==> src/rtl/networkadapter_conf_arbiter_if.sv <==
// Bus bundle between NR_MASTERS requesting masters, the arbiter and the single
// configuration register slave.
interface networkadapter_conf_arbiter_if #(
    parameter int NR_MASTERS = 4,
    parameter int DW         = 32,
    parameter int AW         = 16
);
    // Handshake: master i requests with m_cyc[i] & m_stb[i] and holds the request
    // until it sees a one-cycle pulse on exactly one of m_ack[i], m_err[i] or
    // m_rty[i]; dropping m_cyc[i] while granted abandons the access with no pulse.
    // The slave answers combinationally on s_ack/s_err/s_rty while s_adr is valid.
    logic [NR_MASTERS-1:0]    m_cyc;
    logic [NR_MASTERS-1:0]    m_stb;
    logic [NR_MASTERS-1:0]    m_we;
    logic [NR_MASTERS*AW-1:0] m_adr;
    logic [NR_MASTERS*DW-1:0] m_dat_w;
    logic [DW-1:0]            m_dat_r;
    logic [NR_MASTERS-1:0]    m_ack;
    logic [NR_MASTERS-1:0]    m_err;
    logic [NR_MASTERS-1:0]    m_rty;

    logic [AW-1:0]            s_adr;
    logic                     s_we;
    logic [DW-1:0]            s_dat_w;
    logic [DW-1:0]            s_dat_r;
    logic                     s_ack;
    logic                     s_err;
    logic                     s_rty;

    logic [NR_MASTERS-1:0]    grant;
    logic [1:0]               dbg_state;

    // The arbiter is the slave of the masters and drives the slave-side bus.
    modport slave (
        input  m_cyc, m_stb, m_we, m_adr, m_dat_w,
        input  s_dat_r, s_ack, s_err, s_rty,
        output m_dat_r, m_ack, m_err, m_rty,
        output s_adr, s_we, s_dat_w,
        output grant, dbg_state
    );

    // Environment view: the masters plus the configuration register slave.
    modport master (
        output m_cyc, m_stb, m_we, m_adr, m_dat_w,
        output s_dat_r, s_ack, s_err, s_rty,
        input  m_dat_r, m_ack, m_err, m_rty,
        input  s_adr, s_we, s_dat_w,
        input  grant, dbg_state
    );
endinterface

==> src/rtl/networkadapter_conf_arbiter.sv <==
// Round-robin arbiter sharing one configuration register slave among
// NR_MASTERS bus masters, one transaction in flight, with an access timeout.
module networkadapter_conf_arbiter #(
    parameter int NR_MASTERS = 4,
    parameter int DW         = 32,
    parameter int AW         = 16,
    parameter int TIMEOUT    = 15
) (
    input  logic clk,
    input  logic rst,
    networkadapter_conf_arbiter_if.slave bus
);
    localparam int IW = $clog2(NR_MASTERS);
    localparam int TW = $clog2(TIMEOUT + 1);

    typedef enum logic [1:0] {
        ST_IDLE   = 2'd0,
        ST_ACCESS = 2'd1,
        ST_RESP   = 2'd2
    } state_e;

    state_e                state_q, state_d;
    logic [NR_MASTERS-1:0] grant_q, grant_d;
    logic [IW-1:0]         idx_q, idx_d;
    logic [IW-1:0]         ptr_q, ptr_d;
    logic [TW-1:0]         tmo_q, tmo_d;
    logic                  ack_q, ack_d;
    logic                  err_q, err_d;
    logic                  rty_q, rty_d;
    logic [DW-1:0]         dat_r_q, dat_r_d;

    logic [NR_MASTERS-1:0] req;
    logic                  req_any;
    logic [IW-1:0]         win_idx;
    logic [IW-1:0]         win_next;
    logic [AW-1:0]         sel_adr;
    logic [DW-1:0]         sel_dat;
    logic                  sel_we;
    logic                  sel_cyc;
    logic                  s_any;

    // Round-robin search: scanning offsets from high to low leaves the
    // candidate closest to ptr (wrapping past NR_MASTERS-1) as the winner.
    always_comb begin
        int cand;
        logic [IW-1:0] cand_idx;
        req     = bus.m_cyc & bus.m_stb;
        req_any = 1'b0;
        win_idx = '0;
        cand    = 0;
        cand_idx = '0;
        for (int k = NR_MASTERS - 1; k >= 0; k--) begin
            cand = int'(ptr_q) + k;
            if (cand >= NR_MASTERS) begin
                cand = cand - NR_MASTERS;
            end
            cand_idx = IW'(cand);
            if (req[cand_idx]) begin
                req_any = 1'b1;
                win_idx = cand_idx;
            end
        end
        win_next = (win_idx == IW'(NR_MASTERS - 1)) ? '0 : win_idx + 1'b1;
    end

    always_comb begin
        sel_adr = bus.m_adr[int'(idx_q)*AW +: AW];
        sel_dat = bus.m_dat_w[int'(idx_q)*DW +: DW];
        sel_we  = bus.m_we[idx_q];
        sel_cyc = bus.m_cyc[idx_q];
        s_any   = bus.s_ack | bus.s_err | bus.s_rty;
    end

    always_ff @(posedge clk or negedge rst) begin
        if (!rst) begin
            state_q <= ST_IDLE;
            grant_q <= '0;
            idx_q   <= '0;
            ptr_q   <= '0;
            tmo_q   <= '0;
            ack_q   <= 1'b0;
            err_q   <= 1'b0;
            rty_q   <= 1'b0;
            dat_r_q <= '0;
        end else begin
            state_q <= state_d;
            grant_q <= grant_d;
            idx_q   <= idx_d;
            ptr_q   <= ptr_d;
            tmo_q   <= tmo_d;
            ack_q   <= ack_d;
            err_q   <= err_d;
            rty_q   <= rty_d;
            dat_r_q <= dat_r_d;
        end
    end

    always_comb begin
        state_d = state_q;
        grant_d = grant_q;
        idx_d   = idx_q;
        ptr_d   = ptr_q;
        tmo_d   = tmo_q;
        ack_d   = ack_q;
        err_d   = err_q;
        rty_d   = rty_q;
        dat_r_d = dat_r_q;
        unique case (state_q)
            ST_IDLE: begin
                grant_d = '0;
                tmo_d   = '0;
                if (req_any) begin
                    state_d = ST_ACCESS;
                    grant_d = {{(NR_MASTERS-1){1'b0}}, 1'b1} << win_idx;
                    idx_d   = win_idx;
                    ptr_d   = win_next;
                end
            end
            ST_ACCESS: begin
                // A master walking away wins over any same-cycle slave answer.
                if (!sel_cyc) begin
                    state_d = ST_IDLE;
                    grant_d = '0;
                    tmo_d   = '0;
                end else if (s_any) begin
                    state_d = ST_RESP;
                    dat_r_d = bus.s_dat_r;
                    err_d   = bus.s_err;
                    rty_d   = !bus.s_err && bus.s_rty;
                    ack_d   = !bus.s_err && !bus.s_rty && bus.s_ack;
                    tmo_d   = '0;
                end else if (tmo_q == TW'(TIMEOUT - 1)) begin
                    state_d = ST_RESP;
                    dat_r_d = '0;
                    err_d   = 1'b1;
                    rty_d   = 1'b0;
                    ack_d   = 1'b0;
                    tmo_d   = '0;
                end else begin
                    tmo_d = tmo_q + 1'b1;
                end
            end
            ST_RESP: begin
                state_d = ST_IDLE;
                grant_d = '0;
                ack_d   = 1'b0;
                err_d   = 1'b0;
                rty_d   = 1'b0;
            end
            default: begin
                state_d = ST_IDLE;
                grant_d = '0;
                tmo_d   = '0;
            end
        endcase
    end

    // grant_q is one-hot while a master is served, so it doubles as the
    // per-master response mask.
    always_comb begin
        bus.m_ack     = '0;
        bus.m_err     = '0;
        bus.m_rty     = '0;
        bus.s_adr     = '0;
        bus.s_dat_w   = '0;
        bus.s_we      = 1'b0;
        bus.m_dat_r   = dat_r_q;
        bus.grant     = grant_q;
        bus.dbg_state = state_q;
        if (state_q == ST_ACCESS) begin
            bus.s_adr   = sel_adr;
            bus.s_dat_w = sel_dat;
            bus.s_we    = sel_we;
        end
        if (state_q == ST_RESP) begin
            bus.m_ack = ack_q ? grant_q : '0;
            bus.m_err = err_q ? grant_q : '0;
            bus.m_rty = rty_q ? grant_q : '0;
        end
    end

    a_grant_onehot: assert property (@(posedge clk) disable iff (!rst) $onehot0(grant_q));
    a_flag_onehot:  assert property (@(posedge clk) disable iff (!rst) $onehot0({ack_q, err_q, rty_q}));
endmodule
==> src/flat_wrapper.sv <==
// flat-port wrapper written by rule: the top's interface ports become plain ports
module networkadapter_conf_arbiter_flat 
#(
    parameter int NR_MASTERS = 4,
    parameter int DW         = 32,
    parameter int AW         = 16,
    parameter int TIMEOUT    = 15
)
  (clk, rst, bus_m_cyc, bus_m_stb, bus_m_we, bus_m_adr, bus_m_dat_w, bus_s_dat_r, bus_s_ack, bus_s_err, bus_s_rty, bus_m_dat_r, bus_m_ack, bus_m_err, bus_m_rty, bus_s_adr, bus_s_we, bus_s_dat_w, bus_grant, bus_dbg_state);
  networkadapter_conf_arbiter_if #(.NR_MASTERS(NR_MASTERS), .DW(DW), .AW(AW)) bus_i ();
  input  logic clk;
  input  logic rst;
  input wire logic [$bits(bus_i.m_cyc)-1:0] bus_m_cyc;
  input wire logic [$bits(bus_i.m_stb)-1:0] bus_m_stb;
  input wire logic [$bits(bus_i.m_we)-1:0] bus_m_we;
  input wire logic [$bits(bus_i.m_adr)-1:0] bus_m_adr;
  input wire logic [$bits(bus_i.m_dat_w)-1:0] bus_m_dat_w;
  input wire logic [$bits(bus_i.s_dat_r)-1:0] bus_s_dat_r;
  input wire logic [$bits(bus_i.s_ack)-1:0] bus_s_ack;
  input wire logic [$bits(bus_i.s_err)-1:0] bus_s_err;
  input wire logic [$bits(bus_i.s_rty)-1:0] bus_s_rty;
  output wire logic [$bits(bus_i.m_dat_r)-1:0] bus_m_dat_r;
  output wire logic [$bits(bus_i.m_ack)-1:0] bus_m_ack;
  output wire logic [$bits(bus_i.m_err)-1:0] bus_m_err;
  output wire logic [$bits(bus_i.m_rty)-1:0] bus_m_rty;
  output wire logic [$bits(bus_i.s_adr)-1:0] bus_s_adr;
  output wire logic [$bits(bus_i.s_we)-1:0] bus_s_we;
  output wire logic [$bits(bus_i.s_dat_w)-1:0] bus_s_dat_w;
  output wire logic [$bits(bus_i.grant)-1:0] bus_grant;
  output wire logic [$bits(bus_i.dbg_state)-1:0] bus_dbg_state;
  assign bus_i.m_cyc = bus_m_cyc;
  assign bus_i.m_stb = bus_m_stb;
  assign bus_i.m_we = bus_m_we;
  assign bus_i.m_adr = bus_m_adr;
  assign bus_i.m_dat_w = bus_m_dat_w;
  assign bus_i.s_dat_r = bus_s_dat_r;
  assign bus_i.s_ack = bus_s_ack;
  assign bus_i.s_err = bus_s_err;
  assign bus_i.s_rty = bus_s_rty;
  assign bus_m_dat_r = bus_i.m_dat_r;
  assign bus_m_ack = bus_i.m_ack;
  assign bus_m_err = bus_i.m_err;
  assign bus_m_rty = bus_i.m_rty;
  assign bus_s_adr = bus_i.s_adr;
  assign bus_s_we = bus_i.s_we;
  assign bus_s_dat_w = bus_i.s_dat_w;
  assign bus_grant = bus_i.grant;
  assign bus_dbg_state = bus_i.dbg_state;
  networkadapter_conf_arbiter #(.NR_MASTERS(NR_MASTERS), .DW(DW), .AW(AW), .TIMEOUT(TIMEOUT)) u_core (.clk(clk), .rst(rst), .bus(bus_i));
endmodule
==> config.mk <==
export PLATFORM = sky130hd
export DESIGN_NAME = networkadapter_conf_arbiter_flat
export DESIGN_NICKNAME = d
export VERILOG_FILES = /design/src/rtl/networkadapter_conf_arbiter_if.sv /design/src/rtl/networkadapter_conf_arbiter.sv /design/src/flat_wrapper.sv
export SDC_FILE = /design/constraint.sdc
export NUM_CORES = 1
export LEC_CHECK = 0
export CAP_MARGIN = 20
export CORE_AREA = 2 2 133 135
export CTS_CLUSTER_DIAMETER = 200
export CTS_CLUSTER_SIZE = 10
export DETAILED_ROUTE_END_ITERATION = 10
export DIE_AREA = 0 0 135 137
export DONT_BUFFER_PORTS = 1
export GPL_TIMING_DRIVEN = 0
export SLEW_MARGIN = 10
export SYNTH_ARGS = -nofsm -noshare
export SYNTH_HDL_FRONTEND = slang
export SYNTH_SLANG_ARGS = --single-unit
==> constraint.sdc <==
create_clock -name clk -period 2.3 [get_ports clk]
set_clock_uncertainty 0.2 [all_clocks]
set_input_delay 0.345 -clock clk [delete_from_list [all_inputs] [get_ports clk]]
set_output_delay 0.345 -clock clk [all_outputs]
set_load 0.01 [all_outputs]
# [After elaboration in Yosys (flattened, before gate mapping)]
# Cells that the tools add are included.
[totals] reg_bits=49 output_inout_bits=99 input_bits=241 elab_cells=113
[classes] addsub=9 shifts=3 eq_ne=9 n_mux=59 n_bitwise=3 order_cmp=9 n_reduce_logical=12
[op_table] operator="variable part select 128 x 8 -> 32 bit" count=1
[op_table] operator="2-to-1 mux 32 bit" count=3
[op_table] operator="variable part select 64 x 7 -> 16 bit" count=1
[op_table] operator="2-to-1 mux 4 bit" count=11
[op_table] operator="2-to-1 mux 2 bit" count=13
[op_table] operator="2-to-1 mux 1 bit" count=19
[op_table] operator="2-to-1 mux 16 bit" count=1
[op_table] operator="one-hot mux 4 bit (2 select lines)" count=2
[op_table] operator="< comparator 2 x 3 -> 1 bit, second input constant" count=5
[op_table] operator="binary-select mux 1 bit (select 2 bit)" count=6
[op_table] operator=">= comparator 3 bit, second input constant" count=3
[op_table] operator="subtractor 2 x 1 -> 2 bit, second input constant" count=4
[op_table] operator="adder 2 x 2 -> 3 bit, second input constant" count=2
[op_table] operator="one-hot mux 1 bit (2 select lines)" count=3
[op_table] operator="AND reduction 3 bit" count=2
[op_table] operator="adder 4 x 1 -> 4 bit, second input constant" count=1
[op_table] operator="AND 4 bit" count=1
[op_table] operator="== test 2 bit, second input constant" count=2
[op_table] operator="== test 4 bit, second input constant" count=1
[op_table] operator="inequality test 2 x 1 -> 1 bit, second input constant" count=2
[op_table] operator="inequality test 4 bit, second input constant" count=1
[op_table] operator="one-hot mux 2 bit (2 select lines)" count=1
[op_table] operator="AND reduction 2 bit" count=2
[op_table] operator="nonzero test 2 bit" count=2
[op_table] operator="other kinds (11)" count=15

# [Depth between registers and ports, before layout]
[depth] word_depth=12 ltp_mapped=7 ltp_nobuf=6

# [Least setup slack after synthesis]
# OpenSTA, ideal clock, no wires.
[synth_timing] path_kind="register to output" start="reg u_core.idx_q[0]" end="out bus_s_adr[0]" t_arrival_ns=1.412 path_buffers=2 path_slack_ns=0.343 path_stages_with_launch=5 path_cell_list="dfrtp_1 > buf_6 > buf_2 > mux4_2 > and2_1"
[synth_between] elab_chain_len=2
[synth_rtl] item="from (decl)" line="networkadapter_conf_arbiter.sv:24" text="logic [IW-1:0] idx_q, idx_d;"
[synth_rtl] item="from (signal assigned)" line="networkadapter_conf_arbiter.sv:88" text="idx_q <= idx_d;"
[synth_rtl] item="variable part select 64 x 7 -> 16 bit" line="networkadapter_conf_arbiter.sv:67" text="sel_adr = bus.m_adr[int'(idx_q)*AW +: AW];"
[synth_rtl] item="2-to-1 mux 16 bit" line="networkadapter_conf_arbiter.sv:170" text="if (state_q == ST_ACCESS) begin"
[synth_rtl] item="to (decl)" line="flat_wrapper.sv:26" text="output wire logic [$bits(bus_i.s_adr)-1:0] bus_s_adr;"
# No other way between the ends.

# [Final worst setup path]
[layout_timing] start="reg u_core.idx_q[0]" end="out bus_s_adr[4]"
# The elaborated chain is that of the path after synthesis.

==> summary by stage <==
Floorplanning
The I/O pin count is 340. The floorplan step set the die width to 135 µm. The core area is 17100 µm².

After floorplanning, the core was divided into 48 placement rows. The effective utilization at floorplan is 0.218. The overall die area is 18500 µm². The floorplan die height is 137 µm.

Worst setup path
Traced cell by cell, the critical path runs through buf_12 -> clkbuf_16 -> mux4_2 -> and2_4. The startpoint type of the worst setup path is a register. For the worst setup path, the data arrival time is 1.74 ns.

The worst setup path is of the reg2out kind. The endpoint kind of the worst setup timing path is a primary output. In this run the worst path has a maximum fanout of 7. The delay contributed by the slowest stage of the critical path is 0.57 ns.

For this design, the slowest cell found on the critical path is mux4_2. The required time reported for the critical path endpoint is 1.75 ns.

Final layout
The share of layout cells above drive strength 1 is 0.388. The layout filler cell count is 1745. The number of nets in the layout is 587. The count of placed standard cells in the final layout, fillers left out is 564.

The area added between synthesis and finish is 27.9%.

Clock network
The H-tree level count is 2. The CTS tree is yes. The clock passes through at most 2 buffers. The clock reaches the later pin of the worst-skew pair after 0.28 ns.

The count of clock tree sinks is 49. Counting the buffers created by CTS gives 5. Clock-pin slew was measured on the worst setup and hold paths at 0.07 ns. Clock tree synthesis selected as its root buffer the cell clkbuf_16.

Timing
The setup-violating endpoint count in the final report is 0. The max-slew violation count was 0. Of the available clock period, the critical path in the final layout requires 0.994. For the finished layout, the period the worst path requires is 2.29 ns. Setup repair after global routing could not meet its margin everywhere. The final hold slack is 0.00315 ns. The pin slew with the least headroom to its limit is 0.368 ns. The worst relative slew slack is 0.754. The final count of hold timing violations is 0.

The maximum clock rate is 438 MHz.

Yosys
The number of distinct standard cells referenced by the synthesized netlist is 35. For this run, the register share of the synthesized area comes to 0.330. Among all flip-flop cells after synthesis, the most frequent one is dfrtp_1. The synthesized design contains 49 register bits.

The total nets after synthesis is 546. Counting every instance in the synthesized netlist gives 296. In this run the cell area of the synthesized design comes to 3720 µm². The share of synthesized registers carrying an async set or reset is 1.00. Yosys printed 0 warnings. The post-synthesis area per instance is 12.6 µm². Yosys mapped a number of flops with a built-in enable equal to 0.

Routing
The routed wire length is 15400 µm. The number of remaining DRC errors is 0. The detail route stage leaves a number of antenna-violating nets equal to 0. Detailed routing inserted a total of 2960 vias. The number of violations reported at the end of detailed-routing iteration 0 is 125. Before antenna repair, the detailed router went through 4 iterations. The via density per instance is 5.25. In the final routed layout, each cell accounts on average for 27.3 µm.

GRT
The total overflow reported by the global router is 0. The pin count of the biggest net entering global routing is 50. The first-pass GRT wire length is 19700 µm. The via count of the first global-routing pass is 3065. For this run, the total global-route usage over all layers was measured as 0.148.

The initial antenna violation count is 1.

Status
The flow ran to the end, and the final reports show no timing, DRC or antenna violations.

Power
The reported leakage power is 1.93 nW. The power per standard cell area is 1310 nW/µm². The worst-case IR drop observed on VDD is 0.568 mV.

Placed design
The sum of net half-perimeters after detailed placement is 12600 µm. The global placer's final weighted congestion is 0.762. The count of input and output buffers is 0. The placed instance count is 521.

Run
The tool flagged a number of max-cap violations equal to 0.

Worst hold path
The tightest min-delay check is of the in2reg type.
cell usage in the layout (no fill, tap or decap), types with 3 or more instances in the layout:
master	count
dfrtp_2	3
and2_4	29
inv_1	7
a21oi_1	5
dlygate4sd3_1	30
dfrtp_1	46
and2_1	22
clkbuf_16	6
clkbuf_2	9
nor2_1	3
nand3_1	3
clkbuf_8	3
o21ai_0	4
nor3_1	3
and3_1	13
mux2_2	3
mux2_4	3
nand2_1	9
buf_12	7
ha_1	8
mux4_2	50
buf_6	4
a22o_1	36
buf_4	3
timing repair:
action                                  4_1_cts  5_1_grt
endpoints found under the setup margin       84       67
gates cloned                                  0        1
buffers inserted                              3        0
pin swaps                                     3        8
hold endpoints to repair                     77        1
hold buffers                                 30        1
resized for setup                            46       40
layout make-up:
type	count	area, µm²	share of cell area
inverters	7	26.3	0.00552
plain buffers	25	255	0.0536
multi-input cells	214	2410	0.507
well taps	225	282	0.0591
repair buffers	35	388	0.0815
diodes	1	2.50	0.000526
flip-flops and latches	49	1230	0.258
clock inverters	1	8.76	0.00184
clock buffers	7	153	0.0321
power by group:
group	switching (W)	internal, W	total, W
sequential	0.000500	0.00123	0.00173
clock	0.000321	0.000467	0.000788
combinational	0.00174	0.00199	0.00372
final timing paths:
| kind | depth (start not counted) | endpoint | slack, ns | startpoint |
|---|---|---|---|---|
| max | 4 | bus_s_adr[4] | 0.01 | u_core.idx_q[0] |
| min | 1 | u_core.bus.m_dat_r[1] | 0.003 | bus_s_dat_r[1] |
| min in group asynchronous | 2 | u_core.bus.m_dat_r[14] | 0.36 | rst |
| max in group asynchronous | 2 | u_core.idx_q[1] | 1.32 | rst |
| min reg2reg | 1 | u_core.tmo_q[2] | 0.36 | u_core.tmo_q[2] |
| max reg2reg | 5 | u_core.rty_q | 0.16 | u_core.idx_q[0] |
flip-flops by register name, summed over array words and instances (netlist names):
name	cells
u_core.tmo_q	4
u_core.bus.m_dat_r	32
u_core.bus.grant	4
u_core.rty_q	1
u_core.ptr_q	2
u_core.ack_q	1
u_core.bus.dbg_state	2
u_core.idx_q	2
u_core.err_q	1
synth_stat cells (all sizes together), types with 2 or more instances:
master,number,area [µm²]
nor2,5,21.3
and2,51,319
clkbuf,16,60.1
ha,9,113
and3,13,81.3
nand2,10,45.0
o21a,2,15.0
a22o,36,315
nand3,3,15.0
o21ai,4,20.0
dfrtp,49,1230
nor3,4,25.0
nand4,2,12.5
a21oi,5,25.0
mux2,6,78.8
inv,7,26.3
a21o,2,15.0
buf,10,81.3
nor4b,2,17.5
mux4,50,1130
kinds of logic after synthesis:
kind of cell,after synthesis,synth area share
buffers and inverters,33,0.0451
adder cells (fa/ha/maj),9,0.0303
multiplexers,56,0.324
AND/OR/NAND/NOR,92,0.149
AO/OA/AOI/OAI,57,0.123
flip-flops,49,0.330
critical path: cells and delay by family, from the launching register on:
kind	cells	cell delay, ns
multiplexers	1	0.57
flip-flops	1	0.37
buffers and inverters	2	0.33
AND/OR/NAND/NOR	1	0.18
through the flow:
stage	instance area [µm²]	total power, W	setup slack [ns]	TNS (ns)	utilization
after floorplan	3720	0.00408	0.343	0	-
after global placement	4000	0.00476	-0.237	-6.70	0.235
after detailed placement	4000	0.00484	-0.302	-9.16	0.235
after CTS	4640	0.00600	-0.0150	-0.0444	0.272
after global routing	4760	0.00661	-0.0328	-0.0867	0.279
final	4760	0.00624	0.0145	0	0.279
routing by layer:
layer  track usage  routed length, µm  up-vias
met1         0.157               5200     1519
met3        0.0419               1390       12
met5             0                  0        -
met2         0.284               8530      189
li1              -                  -     1240
met4        0.0411                296        0
Note: power is estimated with default switching activity, not from simulation.
